**config.mk**
```make
export PLATFORM = sky130hd
export DESIGN_NAME = mby_gmm_msh_req_port_flat
export DESIGN_NICKNAME = d
export VERILOG_FILES = /design/src/rtl/mby_gmm_msh_req_port_if.sv /design/src/rtl/mby_gmm_msh_req_port.sv /design/src/flat_wrapper.sv
export SDC_FILE = /design/constraint.sdc
export NUM_CORES = 2
export LEC_CHECK = 0
export CELL_PAD_IN_SITES_DETAIL_PLACEMENT = 2
export CELL_PAD_IN_SITES_GLOBAL_PLACEMENT = 2
export CORE_ASPECT_RATIO = 1.1
export CORE_UTILIZATION = 35
export DETAILED_ROUTE_END_ITERATION = 8
export PLACE_DENSITY = 0.66
export SLEW_MARGIN = 15
export SYNTH_ARGS = -nofsm -noshare
export SYNTH_HDL_FRONTEND = slang
export SYNTH_SLANG_ARGS = --single-unit
```
**constraint.sdc**
```tcl
create_clock -name clk -period 9.64 [get_ports clk]
set_clock_uncertainty 0.15 [all_clocks]
set_input_delay 0.964 -clock clk [delete_from_list [all_inputs] [get_ports clk]]
set_output_delay 0.964 -clock clk [all_outputs]
set_load 0.1 [all_outputs]
```
**src/rtl/mby_gmm_msh_req_port_if.sv**
```systemverilog
// mby_gmm_msh_req_port_if: client request and mesh request/credit signals of the GMM mesh request port
interface mby_gmm_msh_req_port_if #(
    parameter int N_CH    = 4,
    parameter int ADDR_W  = 20,
    parameter int DATA_W  = 64,
    parameter int CREDITS = 8,
    parameter int CH_W    = $clog2(N_CH),
    parameter int CRD_W   = $clog2(CREDITS + 1)
);
    logic [N_CH-1:0]        ch_req_valid;
    logic [N_CH-1:0]        ch_req_ready;
    logic [N_CH-1:0]        ch_req_wr;
    logic [N_CH*ADDR_W-1:0] ch_req_addr;
    logic [N_CH*DATA_W-1:0] ch_req_data;
    logic                   msh_req_valid;
    logic [CH_W-1:0]        msh_req_ch;
    logic                   msh_req_wr;
    logic [ADDR_W-1:0]      msh_req_addr;
    logic [DATA_W-1:0]      msh_req_data;
    logic                   msh_crd_rtn;
    logic [CRD_W-1:0]       crd_cnt;
    logic                   crd_err;

    modport slave (
        input  ch_req_valid, ch_req_wr, ch_req_addr, ch_req_data, msh_crd_rtn,
        output ch_req_ready, msh_req_valid, msh_req_ch, msh_req_wr, msh_req_addr, msh_req_data,
               crd_cnt, crd_err
    );

    modport master (
        output ch_req_valid, ch_req_wr, ch_req_addr, ch_req_data, msh_crd_rtn,
        input  ch_req_ready, msh_req_valid, msh_req_ch, msh_req_wr, msh_req_addr, msh_req_data,
               crd_cnt, crd_err
    );
endinterface

```
**src/rtl/mby_gmm_msh_req_port.sv**
```systemverilog
// mby_gmm_msh_req_port: per-channel request FIFOs, round-robin arbiter and credit-gated mesh request issue
module mby_gmm_msh_req_port #(
    parameter int N_CH       = 4,
    parameter int ADDR_W     = 20,
    parameter int DATA_W     = 64,
    parameter int FIFO_DEPTH = 4,
    parameter int CREDITS    = 8,
    parameter int CH_W       = $clog2(N_CH),
    parameter int CRD_W      = $clog2(CREDITS + 1)
) (
    input  logic                    clk,
    input  logic                    rst_n,
    mby_gmm_msh_req_port_if.slave   bus
);
    localparam int PTR_W = $clog2(FIFO_DEPTH);
    localparam int ENT_W = 1 + ADDR_W + DATA_W;

    logic [ENT_W-1:0]              mem_q [N_CH][FIFO_DEPTH];
    logic [ENT_W-1:0]              mem_d [N_CH][FIFO_DEPTH];
    logic [N_CH-1:0][PTR_W-1:0]    wp_q, wp_d, rp_q, rp_d;
    logic [N_CH-1:0][PTR_W:0]      cnt_q, cnt_d;
    logic [N_CH-1:0]               push, pop, nonempty;
    logic [CH_W-1:0]               rr_q, rr_d, gnt, idx;
    logic                          found, issue, sat;
    logic [ENT_W-1:0]              head;
    logic                          vld_q, vld_d, wr_q, wr_d, err_q, err_d;
    logic [CH_W-1:0]               ch_q, ch_d;
    logic [ADDR_W-1:0]             addr_q, addr_d;
    logic [DATA_W-1:0]             data_q, data_d;
    logic [CRD_W-1:0]              crd_q, crd_d;

    always_comb begin
        nonempty         = '0;
        bus.ch_req_ready = '0;
        for (int i = 0; i < N_CH; i++) begin
            nonempty[i]         = |cnt_q[i];
            bus.ch_req_ready[i] = cnt_q[i] != (PTR_W+1)'(FIFO_DEPTH);
        end
    end

    always_comb begin
        found = 1'b0;
        gnt   = '0;
        idx   = '0;
        for (int k = 0; k < N_CH; k++) begin
            idx = CH_W'((int'(rr_q) + k) % N_CH);
            if (!found && nonempty[idx]) begin
                found = 1'b1;
                gnt   = idx;
            end
        end
        issue = found && crd_q != '0;
        head  = mem_q[gnt][rp_q[gnt]];
        mem_d = mem_q;
        wp_d  = wp_q;
        rp_d  = rp_q;
        cnt_d = cnt_q;
        push  = '0;
        pop   = '0;
        for (int i = 0; i < N_CH; i++) begin
            push[i] = bus.ch_req_valid[i] && bus.ch_req_ready[i];
            pop[i]  = issue && gnt == CH_W'(i);
            if (push[i]) begin
                mem_d[i][wp_q[i]] = {bus.ch_req_wr[i], bus.ch_req_addr[i*ADDR_W +: ADDR_W],
                                     bus.ch_req_data[i*DATA_W +: DATA_W]};
                wp_d[i]           = wp_q[i] + PTR_W'(1);
            end
            rp_d[i]  = pop[i] ? rp_q[i] + PTR_W'(1) : rp_q[i];
            cnt_d[i] = cnt_q[i] + (PTR_W+1)'(push[i]) - (PTR_W+1)'(pop[i]);
        end
        rr_d   = issue ? (gnt == CH_W'(N_CH - 1) ? '0 : gnt + CH_W'(1)) : rr_q;
        vld_d  = issue;
        ch_d   = issue ? gnt : ch_q;
        wr_d   = issue ? head[ENT_W-1] : wr_q;
        addr_d = issue ? head[DATA_W +: ADDR_W] : addr_q;
        data_d = issue ? (head[ENT_W-1] ? head[DATA_W-1:0] : '0) : data_q;
        // A return at full credit with nothing issuing would overflow: hold the count and flag it
        sat    = bus.msh_crd_rtn && !issue && crd_q == CRD_W'(CREDITS);
        crd_d  = sat ? crd_q : crd_q - CRD_W'(issue) + CRD_W'(bus.msh_crd_rtn);
        err_d  = err_q | sat;
    end

    always_ff @(posedge clk) mem_q <= mem_d;

    always_ff @(posedge clk or negedge rst_n) begin
        if (!rst_n) begin
            wp_q   <= '0;
            rp_q   <= '0;
            cnt_q  <= '0;
            rr_q   <= '0;
            vld_q  <= 1'b0;
            ch_q   <= '0;
            wr_q   <= 1'b0;
            addr_q <= '0;
            data_q <= '0;
            crd_q  <= CRD_W'(CREDITS);
            err_q  <= 1'b0;
        end else begin
            wp_q   <= wp_d;
            rp_q   <= rp_d;
            cnt_q  <= cnt_d;
            rr_q   <= rr_d;
            vld_q  <= vld_d;
            ch_q   <= ch_d;
            wr_q   <= wr_d;
            addr_q <= addr_d;
            data_q <= data_d;
            crd_q  <= crd_d;
            err_q  <= err_d;
        end
    end

    assign bus.msh_req_valid = vld_q;
    assign bus.msh_req_ch    = ch_q;
    assign bus.msh_req_wr    = wr_q;
    assign bus.msh_req_addr  = addr_q;
    assign bus.msh_req_data  = data_q;
    assign bus.crd_cnt       = crd_q;
    assign bus.crd_err       = err_q;
endmodule

```
**src/flat_wrapper.sv**
```systemverilog
// flat-port wrapper written by rule: the top's interface ports become plain ports
module mby_gmm_msh_req_port_flat 
#(
    parameter int N_CH       = 4,
    parameter int ADDR_W     = 20,
    parameter int DATA_W     = 64,
    parameter int FIFO_DEPTH = 4,
    parameter int CREDITS    = 8,
    parameter int CH_W       = $clog2(N_CH),
    parameter int CRD_W      = $clog2(CREDITS + 1)
)
  (clk, rst_n, bus_ch_req_valid, bus_ch_req_wr, bus_ch_req_addr, bus_ch_req_data, bus_msh_crd_rtn, bus_ch_req_ready, bus_msh_req_valid, bus_msh_req_ch, bus_msh_req_wr, bus_msh_req_addr, bus_msh_req_data, bus_crd_cnt, bus_crd_err);
  mby_gmm_msh_req_port_if #(.N_CH(N_CH), .ADDR_W(ADDR_W), .DATA_W(DATA_W), .CREDITS(CREDITS), .CH_W(CH_W), .CRD_W(CRD_W)) bus_i ();
  input  logic clk;
  input  logic rst_n;
  input wire logic [$bits(bus_i.ch_req_valid)-1:0] bus_ch_req_valid;
  input wire logic [$bits(bus_i.ch_req_wr)-1:0] bus_ch_req_wr;
  input wire logic [$bits(bus_i.ch_req_addr)-1:0] bus_ch_req_addr;
  input wire logic [$bits(bus_i.ch_req_data)-1:0] bus_ch_req_data;
  input wire logic [$bits(bus_i.msh_crd_rtn)-1:0] bus_msh_crd_rtn;
  output wire logic [$bits(bus_i.ch_req_ready)-1:0] bus_ch_req_ready;
  output wire logic [$bits(bus_i.msh_req_valid)-1:0] bus_msh_req_valid;
  output wire logic [$bits(bus_i.msh_req_ch)-1:0] bus_msh_req_ch;
  output wire logic [$bits(bus_i.msh_req_wr)-1:0] bus_msh_req_wr;
  output wire logic [$bits(bus_i.msh_req_addr)-1:0] bus_msh_req_addr;
  output wire logic [$bits(bus_i.msh_req_data)-1:0] bus_msh_req_data;
  output wire logic [$bits(bus_i.crd_cnt)-1:0] bus_crd_cnt;
  output wire logic [$bits(bus_i.crd_err)-1:0] bus_crd_err;
  assign bus_i.ch_req_valid = bus_ch_req_valid;
  assign bus_i.ch_req_wr = bus_ch_req_wr;
  assign bus_i.ch_req_addr = bus_ch_req_addr;
  assign bus_i.ch_req_data = bus_ch_req_data;
  assign bus_i.msh_crd_rtn = bus_msh_crd_rtn;
  assign bus_ch_req_ready = bus_i.ch_req_ready;
  assign bus_msh_req_valid = bus_i.msh_req_valid;
  assign bus_msh_req_ch = bus_i.msh_req_ch;
  assign bus_msh_req_wr = bus_i.msh_req_wr;
  assign bus_msh_req_addr = bus_i.msh_req_addr;
  assign bus_msh_req_data = bus_i.msh_req_data;
  assign bus_crd_cnt = bus_i.crd_cnt;
  assign bus_crd_err = bus_i.crd_err;
  mby_gmm_msh_req_port #(.N_CH(N_CH), .ADDR_W(ADDR_W), .DATA_W(DATA_W), .FIFO_DEPTH(FIFO_DEPTH), .CREDITS(CREDITS), .CH_W(CH_W), .CRD_W(CRD_W)) u_core (.clk(clk), .rst_n(rst_n), .bus(bus_i));
endmodule
```
==> impl_metrics.prom <==
# TYPE chip_impl_metric gauge
chip_impl_info{name="outcome",value="finished clean"} 1
chip_impl_info{name="clock_tree.root_cell",value="sky130_fd_sc_hd__clkbuf_16"} 1
chip_impl_info{name="worstPathCellList",value="or3_4, a22oi_2, nand2_8, inv_8, a31oi_4, a22oi_4, buf_4, and3_4, buf_4, a32oi_1, nand3_1"} 1
chip_impl_metric{name="syn_area",unit="sq mm"} 0.05819
chip_impl_info{name="worst_path_most_repeated_cell",value="sky130_fd_sc_hd__buf_4"} 1
chip_impl_info{name="cts_tree",value="done"} 1
chip_impl_metric{name="cells_after_synthesis",unit=""} 4332
chip_impl_metric{name="num_rows",unit=""} 156
chip_impl_metric{name="post-route-cell-area",unit="sq mm"} 0.07016
chip_impl_metric{name="total_area_of_multi_input_combinational_cells",unit="sq mm"} 0.01304
chip_impl_metric{name="r2r_cells",unit=""} 11
chip_impl_metric{name="gp_congestion",unit=""} 0.7563
chip_impl_metric{name="route.vias.total",unit=""} 38670
chip_impl_metric{name="route.final.wire_length",unit="um"} 207600
chip_impl_metric{name="cts.repair_timing.setup_buffer_count",unit=""} 0
chip_impl_metric{name="coreArea",unit="sq mm"} 0.1647
chip_impl_metric{name="grt.total_usage",unit="%"} 24.66
chip_impl_info{name="dominantRegCellSynth",value="sky130_fd_sc_hd__edfxtp_1"} 1
chip_impl_info{name="ys_top_cells_by_count",value="sky130_fd_sc_hd__nand2_1 (1368), sky130_fd_sc_hd__edfxtp_1 (1360), sky130_fd_sc_hd__nand3_1 (474)"} 1
chip_impl_info{name="synth_area_leader_cell",value="sky130_fd_sc_hd__edfxtp_1"} 1
chip_impl_metric{name="worstPathArrival",unit="ns"} 6.73
chip_impl_metric{name="number_of_nets_in_the_final_layout",unit=""} 5115
chip_impl_metric{name="cts_hold_buf",unit=""} 1
chip_impl_metric{name="die_w",unit="um"} 390.8
chip_impl_metric{name="clock_sink_count",unit=""} 1483
chip_impl_info{name="critPathLaunchType",value="flop"} 1
chip_impl_metric{name="ys_seq_elements",unit=""} 1483
chip_impl_metric{name="path_depth",unit=""} 11
chip_impl_metric{name="max_slew_vio_count",unit=""} 0
chip_impl_metric{name="num-fill-cells",unit=""} 16220
chip_impl_metric{name="clk_latency",unit="ns"} 0.83
chip_impl_metric{name="routed_via_density",unit=""} 5.441
chip_impl_metric{name="die_area",unit="sq mm"} 0.1679
chip_impl_metric{name="htree_levels",unit=""} 4
chip_impl_metric{name="layout-area-overhead-vs-synth",unit="%"} 20.57
chip_impl_info{name="crit_start",value="u_core.cnt_q[7]"} 1
chip_impl_metric{name="initial_core_utilization",unit="%"} 35.32
chip_impl_metric{name="place.detailed.hpwl",unit="um"} 118000
chip_impl_metric{name="grt_start_max_net_pins",unit=""} 182
chip_impl_metric{name="synth_enable_flop_cells",unit=""} 1360
chip_impl_metric{name="final.min_clock_period",unit="ns"} 6.145
chip_impl_metric{name="number_of_buffers_added_by_the_clock_tree_synthesis_step",unit=""} 164
chip_impl_metric{name="drtPass1Iterations",unit=""} 5
chip_impl_metric{name="fmax",unit="MHz"} 162.7
chip_impl_metric{name="synth.net_count",unit=""} 4715
chip_impl_metric{name="numPortBuffers",unit=""} 443
chip_impl_metric{name="detail_route.drc_violations",unit=""} 0
chip_impl_info{name="gate_family_responsible_for_the_most_delay_along_the_worst_path",value="buffers and inverters"} 1
chip_impl_metric{name="crit_required",unit="ns"} 10.22
chip_impl_info{name="cp_slowest_cell",value="sky130_fd_sc_hd__buf_4"} 1
chip_impl_metric{name="synthDistinctLibCells",unit=""} 62
chip_impl_info{name="setup.worst_path.end_class",value="flop"} 1
chip_impl_metric{name="worstMarginPinSlew",unit="ns"} 1.203
chip_impl_metric{name="crit_buf_inv",unit=""} 3
chip_impl_metric{name="async_flop_share",unit="%"} 8.294
chip_impl_metric{name="synth_seq_area_share",unit="%"} 75.48
chip_impl_metric{name="first_global_vias",unit=""} 42360
chip_impl_metric{name="globalRouteOverflowTotal",unit=""} 0
chip_impl_info{name="synthMostInstantiatedCell",value="sky130_fd_sc_hd__nand2_1"} 1
chip_impl_metric{name="cts_resized",unit=""} 0
chip_impl_info{name="post_synth_main_area_contributors",value="sky130_fd_sc_hd__edfxtp_1 (70%), sky130_fd_sc_hd__nand2_1 (8.8%), sky130_fd_sc_hd__dfrtp_1 (5.2%)"} 1
chip_impl_metric{name="seq_area",unit="sq mm"} 0.04392
chip_impl_metric{name="drive_gt1_share",unit="%"} 7.984
chip_impl_metric{name="antenna_found_initial",unit=""} 40
chip_impl_metric{name="die_height",unit="um"} 429.6
chip_impl_info{name="worstReg2RegEnd",value="u_core.bus.msh_req_data[8]"} 1
chip_impl_metric{name="yosysTopAreaCellShare",unit="%"} 70.18
chip_impl_metric{name="worst_ir_drop_vdd",unit="mV"} 0.4870
chip_impl_metric{name="worst-path-max-fanout",unit=""} 104
chip_impl_metric{name="slew_headroom",unit="%"} 19.79
chip_impl_metric{name="first_iter_violations",unit=""} 2894
chip_impl_metric{name="p_leak",unit="uW"} 0.02477
chip_impl_info{name="hp-class",value="reg -> reg"} 1
chip_impl_metric{name="largest_stage_delay_on_the_critical_path",unit="ns"} 0.78
chip_impl_metric{name="hold_violations",unit=""} 0
chip_impl_metric{name="number_of_nets_with_antenna_violations_after_routing",unit=""} 0
chip_impl_metric{name="post-layout-total-power",unit="uW"} 28240
chip_impl_metric{name="cts_max_path_buffers",unit=""} 3
chip_impl_metric{name="post-place-ws",unit="ns"} 3.473
chip_impl_metric{name="fin_crit_sh",unit="%"} 63.75
chip_impl_metric{name="power.density",unit="mW/mm^2"} 402.5
chip_impl_info{name="criticalPathCategory",value="reg -> reg"} 1
chip_impl_metric{name="yosysWarnings",unit=""} 0
chip_impl_metric{name="reg2reg_setup_slack",unit="ns"} 3.49
chip_impl_metric{name="maxCapViolations",unit=""} 0
chip_impl_metric{name="setup_viols_final",unit=""} 0
chip_impl_info{name="worstSetupEndpoint",value="u_core.bus.msh_req_data[8]"} 1
chip_impl_metric{name="io-pin-count",unit=""} 444
chip_impl_metric{name="grt_first_pass_wirelength",unit="um"} 298200
chip_impl_metric{name="syn-mean-instance-area",unit="sq um"} 13.43
chip_impl_info{name="rsz_0062_raised_after_global_routing",value="no"} 1
chip_impl_metric{name="wire_per_inst",unit="um"} 29.21
chip_impl_metric{name="fin_tns_setup",unit="ns"} 0
chip_impl_metric{name="post-route-worst-setup-slack",unit="ns"} 3.495
chip_impl_metric{name="detailed_place.area",unit="sq mm"} 0.06482
chip_impl_metric{name="clkTransAtPathRegs",unit="ns"} 0.06
chip_impl_info{name="regToRegStartpoint",value="u_core.cnt_q[7]"} 1
chip_impl_metric{name="final.hold.worst_slack",unit="ns"} 0.3241
==> cell usage in the layout, fill, tap and decap left out, drive strengths merged, types with 9 or more instances in the layout <==
cell type / n
and3: 185
a311oi: 40
ha: 31
a22oi: 65
xnor2: 16
nand3: 516
buf: 64
edfxtp: 1360
clkinv: 70
clkdlybuf4s50: 442
o21ai: 13
bufinv: 11
nand2: 1370
inv: 42
diode: 23
a32oi: 63
o32ai: 21
dfrtp: 122
nor3: 9
clkbuf: 218
a31oi: 151
==> per-stage QoR <==
stage	instances	util, %
final	7107	42.59
after global routing	7102	42.58
after CTS	7084	42.55
after detailed placement	6777	39.35
after global placement	6777	39.35
after floorplan	4332	-
==> layout make-up <==
cell class	instances	area share (%)
clock buffer	217	6.306
clock inverter	89	1.202
timing repair buffer	508	7.078
inverter	34	0.2033
tap	2212	3.945
sequential	1483	62.60
antenna	23	0.08204
multi-input combinational	2541	18.58
==> registers in the layout, indices dropped and copies added (netlist names) <==
| signal | cells |
|---|---|
| u_core.bus.msh_req_ch | 2 |
| u_core.bus.crd_err | 1 |
| u_core.rr_q | 2 |
| u_core.bus.msh_req_data | 64 |
| u_core.bus.msh_req_valid | 1 |
| u_core.cnt_q | 12 |
| u_core.bus.msh_req_addr | 20 |
| u_core.mem_q | 1360 |
| u_core.wp_q | 8 |
| u_core.rp_q | 8 |
| u_core.bus.crd_cnt | 4 |
| u_core.bus.msh_req_wr | 1 |
==> layer usage <==
metal	vias up	GRT usage (%)	wire length, um
met4	26	8.377	5749
li1	16720	-	-
met1	20550	32.83	90310
met5	-	0	193
met2	1043	40.92	102000
met3	334	3.871	9283
==> how the worst min path moves through the flow <==
| stage | slack, ns | depth (start not counted) | endpoint | from |
|---|---|---|---|---|
| finish | 0.32 | 1 | u_core.bus.crd_err | u_core.bus.crd_err |
| global route | 0.34 | 1 | u_core.bus.crd_err | u_core.bus.crd_err |
| CTS | 0.33 | 1 | u_core.bus.crd_err | u_core.bus.crd_err |
| detailed placement | 0.31 | 1 | u_core.bus.crd_err | u_core.bus.crd_err |
| global placement | 0.31 | 1 | u_core.bus.crd_err | u_core.bus.crd_err |
| floorplan | 0.29 | 1 | u_core.rp_q[1] | u_core.rp_q[1] |
==> report_power, final <==
group / switching, uW / total [uW] / internal [uW]
clock network: 2680 / 6220 / 3540
logic: 9490 / 12900 / 3370
registers: 532 / 9160 / 8630
==> kinds of logic after synthesis <==
kind of cell               after synthesis  synth area share, %
adders and majority gates               36               0.8386
DFF                                   1483                75.48
xor gates and xnor gates                22               0.3311
AOI/OAI and AO/OA                      369                4.842
and+or+nand+nor                       2108                16.08
buffers and inverters                  308                2.329
muxes                                    6               0.1054
No activity file was read; power rests on OpenSTA's default activity.
